===== src/rtl/norm_shift29_if.sv =====
// Upstream sum/exponent channel and downstream normalized-result channel for norm_shift29.
interface norm_shift29_if;
  logic        in_valid;
  logic        in_ready;
  logic [28:0] in_sum;
  logic [4:0]  in_exp;
  logic        out_valid;
  logic        out_ready;
  logic [27:0] out_mant;
  logic [4:0]  out_exp;
  logic [4:0]  out_shamt;
  logic        out_zero;
  logic        out_ovf;
  logic        out_unf;

  modport master (
    output in_valid, in_sum, in_exp, out_ready,
    input  in_ready, out_valid, out_mant, out_exp, out_shamt,
           out_zero, out_ovf, out_unf
  );

  modport slave (
    input  in_valid, in_sum, in_exp, out_ready,
    output in_ready, out_valid, out_mant, out_exp, out_shamt,
           out_zero, out_ovf, out_unf
  );
endinterface


===== src/rtl/norm_shift29.sv =====
// Post-adder normalizer: handles carry/zero/normal inputs in one cycle and
// left-shifts one bit per cycle until the leading one reaches bit 27 or exp hits 0.
module norm_shift29 (
  input  logic             clk,
  input  logic             rstn,
  norm_shift29_if.slave    bus
);

  typedef enum logic [1:0] {
    IDLE  = 2'd0,
    SHIFT = 2'd1,
    DONE  = 2'd2
  } state_t;

  state_t      state_q, state_d;
  logic [27:0] mant_q, mant_d;
  logic [4:0]  exp_q, exp_d;
  logic [4:0]  shamt_q, shamt_d;
  logic        zero_q, zero_d;
  logic        ovf_q, ovf_d;
  logic        unf_q, unf_d;

  always_ff @(posedge clk or negedge rstn) begin
    if (!rstn) begin
      state_q <= IDLE;
      mant_q  <= '0;
      exp_q   <= '0;
      shamt_q <= '0;
      zero_q  <= 1'b0;
      ovf_q   <= 1'b0;
      unf_q   <= 1'b0;
    end else begin
      state_q <= state_d;
      mant_q  <= mant_d;
      exp_q   <= exp_d;
      shamt_q <= shamt_d;
      zero_q  <= zero_d;
      ovf_q   <= ovf_d;
      unf_q   <= unf_d;
    end
  end

  always_comb begin
    state_d = state_q;
    mant_d  = mant_q;
    exp_d   = exp_q;
    shamt_d = shamt_q;
    zero_d  = zero_q;
    ovf_d   = ovf_q;
    unf_d   = unf_q;

    unique case (state_q)
      IDLE: begin
        if (bus.in_valid) begin
          zero_d  = 1'b0;
          ovf_d   = 1'b0;
          unf_d   = 1'b0;
          shamt_d = '0;
          state_d = DONE;
          if (bus.in_sum == '0) begin
            mant_d = '0;
            exp_d  = '0;
            zero_d = 1'b1;
          end else if (bus.in_sum[28]) begin
            if (bus.in_exp == 5'd31) begin
              mant_d = '1;
              exp_d  = 5'd31;
              ovf_d  = 1'b1;
            end else begin
              mant_d = bus.in_sum[28:1];
              exp_d  = bus.in_exp + 5'd1;
            end
          end else begin
            mant_d = bus.in_sum[27:0];
            exp_d  = bus.in_exp;
            if (!bus.in_sum[27]) begin
              if (bus.in_exp == '0) unf_d = 1'b1;
              else                  state_d = SHIFT;
            end
          end
        end
      end

      SHIFT: begin
        mant_d  = {mant_q[26:0], 1'b0};
        exp_d   = (exp_q != '0) ? exp_q - 5'd1 : '0;
        shamt_d = shamt_q + 5'd1;
        // Exit is decided on the post-shift values: mant_q[26] becomes the new
        // leading bit, and exp_q==1 means the new exponent is 0.
        if (mant_q[26] || exp_q <= 5'd1) begin
          state_d = DONE;
          unf_d   = ~mant_q[26];
        end
      end

      DONE: begin
        if (bus.out_ready) state_d = IDLE;
      end

      default: state_d = IDLE;
    endcase
  end

  assign bus.in_ready  = (state_q == IDLE);
  assign bus.out_valid = (state_q == DONE);
  assign bus.out_mant  = mant_q;
  assign bus.out_exp   = exp_q;
  assign bus.out_shamt = shamt_q;
  assign bus.out_zero  = zero_q;
  assign bus.out_ovf   = ovf_q;
  assign bus.out_unf   = unf_q;

endmodule


===== src/flat_wrapper.sv =====
// flat-port wrapper written by rule: the top's interface ports become plain ports
module norm_shift29_flat 
  (clk, rstn, bus_in_valid, bus_in_sum, bus_in_exp, bus_out_ready, bus_in_ready, bus_out_valid, bus_out_mant, bus_out_exp, bus_out_shamt, bus_out_zero, bus_out_ovf, bus_out_unf);
  norm_shift29_if bus_i ();
  input  logic clk;
  input  logic rstn;
  input wire logic [$bits(bus_i.in_valid)-1:0] bus_in_valid;
  input wire logic [$bits(bus_i.in_sum)-1:0] bus_in_sum;
  input wire logic [$bits(bus_i.in_exp)-1:0] bus_in_exp;
  input wire logic [$bits(bus_i.out_ready)-1:0] bus_out_ready;
  output wire logic [$bits(bus_i.in_ready)-1:0] bus_in_ready;
  output wire logic [$bits(bus_i.out_valid)-1:0] bus_out_valid;
  output wire logic [$bits(bus_i.out_mant)-1:0] bus_out_mant;
  output wire logic [$bits(bus_i.out_exp)-1:0] bus_out_exp;
  output wire logic [$bits(bus_i.out_shamt)-1:0] bus_out_shamt;
  output wire logic [$bits(bus_i.out_zero)-1:0] bus_out_zero;
  output wire logic [$bits(bus_i.out_ovf)-1:0] bus_out_ovf;
  output wire logic [$bits(bus_i.out_unf)-1:0] bus_out_unf;
  assign bus_i.in_valid = bus_in_valid;
  assign bus_i.in_sum = bus_in_sum;
  assign bus_i.in_exp = bus_in_exp;
  assign bus_i.out_ready = bus_out_ready;
  assign bus_in_ready = bus_i.in_ready;
  assign bus_out_valid = bus_i.out_valid;
  assign bus_out_mant = bus_i.out_mant;
  assign bus_out_exp = bus_i.out_exp;
  assign bus_out_shamt = bus_i.out_shamt;
  assign bus_out_zero = bus_i.out_zero;
  assign bus_out_ovf = bus_i.out_ovf;
  assign bus_out_unf = bus_i.out_unf;
  norm_shift29 u_core (.clk(clk), .rstn(rstn), .bus(bus_i));
endmodule

===== config.mk =====
export PLATFORM = sky130hd
export DESIGN_NAME = norm_shift29_flat
export DESIGN_NICKNAME = d
export VERILOG_FILES = /design/src/rtl/norm_shift29_if.sv /design/src/rtl/norm_shift29.sv /design/src/flat_wrapper.sv
export SDC_FILE = /design/constraint.sdc
export NUM_CORES = 1
export LEC_CHECK = 0
export ABC_AREA = 1
export CAP_MARGIN = 30
export CORE_AREA = 5 5 99 101
export CTS_BUF_LIST = sky130_fd_sc_hd__clkbuf_8
export DETAILED_ROUTE_END_ITERATION = 7
export DIE_AREA = 0 0 104 106
export PLACE_DENSITY_LB_ADDON = 0.1
export SYNTH_ARGS = -nofsm -noshare
export SYNTH_HDL_FRONTEND = slang
export SYNTH_SLANG_ARGS = --single-unit

===== constraint.sdc =====
create_clock -name clk -period 2.3 [get_ports clk]
set_clock_uncertainty 0.05 [all_clocks]
set_input_delay 0.23 -clock clk [delete_from_list [all_inputs] [get_ports clk]]
set_output_delay 0.23 -clock clk [all_outputs]
set_load 0.02 [all_outputs]

Word level (Yosys, flattened, before mapping)
Index checks and enable logic that the tools add are counted.
{"block": "totals", "latch_bits": 0, "out_inout_bits": 43, "mem_bits_ro": 0, "ff_bits": 43, "ram_bits": 0, "n_memories": 0}
{"block": "op_classes", "n_reduce_logical": 10, "addsub": 3, "order_cmp": 1, "eq_ne": 6, "shifts": 0, "multipliers": 0, "div": 0, "bitwise_logic": 1, "muxes": 32}
{"operator": "$mux 28", "n": 3}
{"operator": "$pmux 28 s2", "n": 1}
{"operator": "$mux 5", "n": 6}
{"operator": "$logic_not 29->1", "n": 1}
{"operator": "$mux 27", "n": 1}
{"operator": "$pmux 5 s2", "n": 2}
{"operator": "$mux 2", "n": 7}
{"operator": "$add 5x1->5 const B", "n": 2}
{"operator": "$mux 1", "n": 10}
{"operator": "$pmux 2 s3", "n": 1}
{"operator": "$reduce_and 3->1", "n": 2}
{"operator": "$eq 5x5->1 const B", "n": 1}
{"operator": "$le 5x1->1 const B", "n": 1}
{"operator": "$logic_not 5->1", "n": 1}
{"operator": "$reduce_bool 5->1", "n": 1}
{"operator": "$sub 5x1->5 const B", "n": 1}
{"operator": "$ne 2x2->1 const B", "n": 2}
{"operator": "$reduce_and 2->1", "n": 2}
{"operator": "$eq 2x1->1 const B", "n": 1}
{"operator": "$eq 2x2->1 const B", "n": 1}
{"operator": "$logic_not 2->1", "n": 1}
{"operator": "$ne 2x1->1 const B", "n": 1}
{"operator": "$pmux 1 s2", "n": 1}
{"operator": "$reduce_bool 2->1", "n": 1}
{"operator": "other kinds (2)", "n": 2}

Logic depth before layout (Yosys ltp)
{"block": "depth", "depth_word": 7, "mapped_depth": 8}

Worst setup path before layout
OpenSTA, ideal clock, no wires.
{"block": "synth_timing", "path_type": "reg2reg", "from": "register u_core.exp_q[0] (netlist: u_core.bus.out_exp[0])", "to": "register u_core.exp_q[4] (netlist: u_core.bus.out_exp[4])", "path_stages_with_launch": 8, "t_arrival_ns": 1.218, "path_buffers": 0, "setup_ns": 0.121, "slack_ns": 0.911, "period_less_slack_ns": 1.389, "path_cell_list": "dfrtp_1 -> inv_1 -> ha_1 -> nand2_1 -> xor2_1 -> nor2_1 -> nor2_1 -> a21oi_1"}
{"block": "synth_via", "elab_chain_len": 3, "elab_cells_between_ends": 4}
{"item": "start, declared", "line": "norm_shift29.sv:17", "source": "logic [4:0] exp_q, exp_d;"}
{"item": "start signal, assigned", "line": "norm_shift29.sv:35", "source": "exp_q <= exp_d;"}
{"item": "$sub 5x1->5 / $reduce_bool 5->1 (equally long branches)", "line": "norm_shift29.sv:86", "source": "exp_d = (exp_q != '0) ? exp_q - 5'd1 : '0;"}
{"item": "$mux 5 *", "line": "norm_shift29.sv:86"}
{"item": "$pmux 5 s2 *", "line": "norm_shift29.sv:52", "source": "unique case (state_q)"}
Every way passes the cells marked *; elsewhere a longest branch is shown, timed or not.
A chain may end at the register's enable or synchronous reset.

Final worst setup path
{"block": "layout_timing", "from": "register u_core.state_q[0]", "to": "output bus_in_ready"}
{"block": "layout_via", "elab_chain_len": 1}
{"item": "start, declared", "line": "norm_shift29.sv:15", "source": "state_t state_q, state_d;"}
{"item": "start signal, assigned", "line": "norm_shift29.sv:33", "source": "state_q <= state_d;"}
{"item": "$logic_not 2->1", "line": "norm_shift29.sv:104", "source": "assign bus.in_ready = (state_q == IDLE);"}
{"item": "end, declared", "line": "flat_wrapper.sv:11", "source": "output wire logic [$bits(bus_i.in_ready)-1:0] bus_in_ready;"}
No other way between the ends.

==> results.md <==
* H-Tree Depth at 2
* Vias at roughly 2,700
* Worst min path class: in2async
* Nets at 471
* Total CTS buffers at 5
* I/O Pins at slightly above 80
* Sequential fraction of the synthesis area at 0.393
* Post-cts resize count at 0
* CP Data Required Time at 2.02 ns
* Pleak at 1.67 nW
* Drt wl/cell at 15.6 um
* Synth area leader: dfrtp_1
* Buf+Inv Stages, Crit Path at 1
* Worst-margin pin slew at 0.574 ns
* TNS Setup at 0 ns
* Status: completed
* DRT antenna net count at 0
* WS Path Type: reg2out
* Synth area leaders: dfrtp_1 39%, nand2_1 9.3%, a2bb2oi_1 8.3%
* Die width at 104 um
* Worst setup SP type: flop
* Slew HR at 0.616
* Final Hold Fails at 0
* Clock Pin Slew Worst Setup and Hold Paths at approximately 0.09 ns
* Worst path max stage delay at 0.65 ns
* Worst Path Arrival at 1.69 ns
* Crit. End Element: output pin
* Vias in the first global route at 2,743
* Worst path depth at 2
* Chip height at 106 um
* Final GP Congestion at 0.795
* Busiest grt layer: met2
* CP max FO at 5
* R2R cell count at 4
* P&R area growth vs syn at 35.4%
* Routed WL at 8390 um
* RSZ-0062 raised after global routing: false
* Final min period at between 1.5 and 2 ns
* Initial antenna violation count at 0
* Synth warnings at 0
* Number of diodes at 0
* Row count at 35
* Clock Latency Late Sink at 0.30 ns
* Mapped cell area at between 2000 and 3000 um^2
* PortBufs at 80
* Global routing usage on met2 at 0.256
* Postcts setup bufs at 0
* Share of cells above drive strength 1 at 0.0724
* Post-synth ARST share at 1.00
* Avg Inst Size Synth at 7.80 um^2
* Met1 GRT Util at 0.209
* Max Cap Viol at 0
* Clk buf depth at 2
* Initial DRT Pass Iterations at 4
* Final Cycle Share at 0.855
* Post-synth EDFFs at 0
* Die area at 11,000 um^2
* Most used DFF post-synth: dfrtp_1
* Maximum vdd drop at ~0.7 mV
* Largest net degree at the start of global routing at 46
* Initial Utilization at 0.306
* CORE AREA at 8930 um^2
* CTS tree: yes
* DP Wirelength at just over 6000 um
* Syn nets at 395
* Vias per cell at 5.06
* Top-area cell type share of the netlist area at 0.393
* Mapped Cells at 351
* First-pass GRT wire length at 14,200 um
* F_max at 0.509 GHz
* Power density over the cells at roughly 1100 nW/um^2
* Dpl cell area at 3610 um^2
* Sink Count at 43
* Final setup viols at 0
* Starting DRT DRC Count at 125
* Synth Register Bits at 43
* Post-synthesis cell type count at 29
* Slew Viols, Final at 0
* # DRC at 0
* CTS root buf: clkbuf_8
* GRT Total Usage at 0.155
* CP delay by family, top: buffers and inverters
* Grt ovf at 0
* Crit-path cells: nor2_2, clkdlybuf4s50_1
* GRT met3 Usage at 0.0316
* Design area at 3710 um^2
* CP max-delay cell: clkdlybuf4s50_1
==> worst paths after layout <==
path / slack [ns] / end / from
max in group asynchronous: 1.30 / u_core.bus.out_mant[1] / rstn
worst min-delay path: 0.31 / u_core.bus.out_mant[15] / rstn
worst min register to register: 0.45 / u_core.bus.out_zero / u_core.bus.out_zero
worst max-delay path: 0.33 / bus_in_ready / u_core.state_q[0]
worst max register to register: 0.66 / u_core.bus.out_mant[22] / u_core.state_q[0]
min in group clk: 0.45 / u_core.bus.out_zero / u_core.bus.out_zero
==> worst register-to-register path, cell delays in order, from the launching register on <==
cell and delay, ns:
dfrtp_1 0.48, nor2_2 0.26, nand2_2 0.40, o21ai_0 0.24, a2bb2oi_1 0.09
==> cell usage in the layout (no fill, tap or decap) <==
master,instances
nand2_2,3
o211ai_1,26
o2111ai_1,1
inv_2,4
dlygate4sd3_1,1
clkdlybuf4s50_1,79
inv_1,45
nor2_1,29
nor2_2,2
o21ai_0,30
nand2_1,68
nor2_4,2
a21oi_2,1
o31ai_1,1
nand2_4,1
a21oi_1,13
xor2_1,4
clkinvlp_4,1
nand3_1,14
a2bb2oi_1,26
buf_2,1
o21ai_4,1
buf_4,7
dfrtp_1,43
nor3_1,2
xnor2_1,1
clkbuf_8,5
ha_1,6
o21ai_1,7
clkinv_2,1
a22o_1,1
o21ai_2,2
==> report_power, final <==
part | total [mW] | internal (mW) | switching [mW]
clock network | 0.481 | 0.208 | 0.272
logic | 2.24 | 1.06 | 1.18
registers | 1.33 | 1.06 | 0.268
total | 4.05 | 2.32 | 1.72
==> cell usage after synthesis, types with 2 or more instances <==
master,instances
inv_1,44
o21ai_1,7
nand2_2,3
nand3_1,14
inv_2,4
buf_4,5
a2bb2oi_1,26
buf_2,6
nand2_1,68
a21oi_1,13
nor2_1,29
nor2_2,2
o21ai_0,30
clkbuf_1,6
o21ai_2,2
o211ai_1,26
ha_1,6
xor2_1,4
buf_6,2
nor3_1,2
dfrtp_1,43
nor2_4,2
==> layer usage <==
layer,up-vias,share of wire,wire length (um)
met4,0,0.0095,80
met3,6,0.047,398
met2,74,0.48,4030
met1,1312,0.46,3880
met5,-,0,0
li1,1335,-,-
==> what timing repair did <==
| action | CTS | global route |
|---|---|---|
| endpoints found under the hold margin | 13 | 0 |
| hold buffers | 1 | 0 |
| endpoints found under the setup margin | 0 | 0 |
==> kinds of logic (layout without fill, tap and decap cells) <==
logic type	count (synthesis)	after routing	synth area share
and+or+nand+nor	121	121	0.186
AOI/OAI and AO/OA	109	109	0.271
buffers and inverters	67	144	0.107
DFF	43	43	0.393
adders and majority gates	6	6	0.0274
xor gates and xnor gates	5	5	0.0160
==> final cells by class <==
| type | instances | area (um^2) |
|---|---|---|
| sequential | 43 | 1080 |
| clock inverter | 3 | 16.3 |
| multi-input combinational | 241 | 1370 |
| clock buffer | 5 | 68.8 |
| tap | 111 | 139 |
| fill | 953 | 5230 |
| timing repair buffer | 88 | 858 |
| inverter | 48 | 180 |
==> flip-flops by register name, summed over array words and instances, names as in the netlist <==
register and count:
u_core.bus.out_shamt 5, u_core.bus.out_unf 1, u_core.bus.out_zero 1, u_core.bus.out_ovf 1, u_core.bus.out_exp 5, u_core.state_q 2, u_core.bus.out_mant 28
==> per-stage QoR <==
stage | hold slack, ns | utilization | cells | setup slack, ns | power [mW]
after floorplan | -0.116 | - | 351 | 0.911 | 2.64
after global placement | 0.111 | 0.404 | 530 | 0.323 | 3.59
after detailed placement | 0.114 | 0.404 | 530 | 0.291 | 3.60
after CTS | 0.324 | 0.415 | 539 | 0.301 | 4.12
after global routing | 0.339 | 0.415 | 539 | 0.263 | 4.34
final | 0.313 | 0.415 | 539 | 0.334 | 4.05
Note: power is estimated with default switching activity, not from simulation.
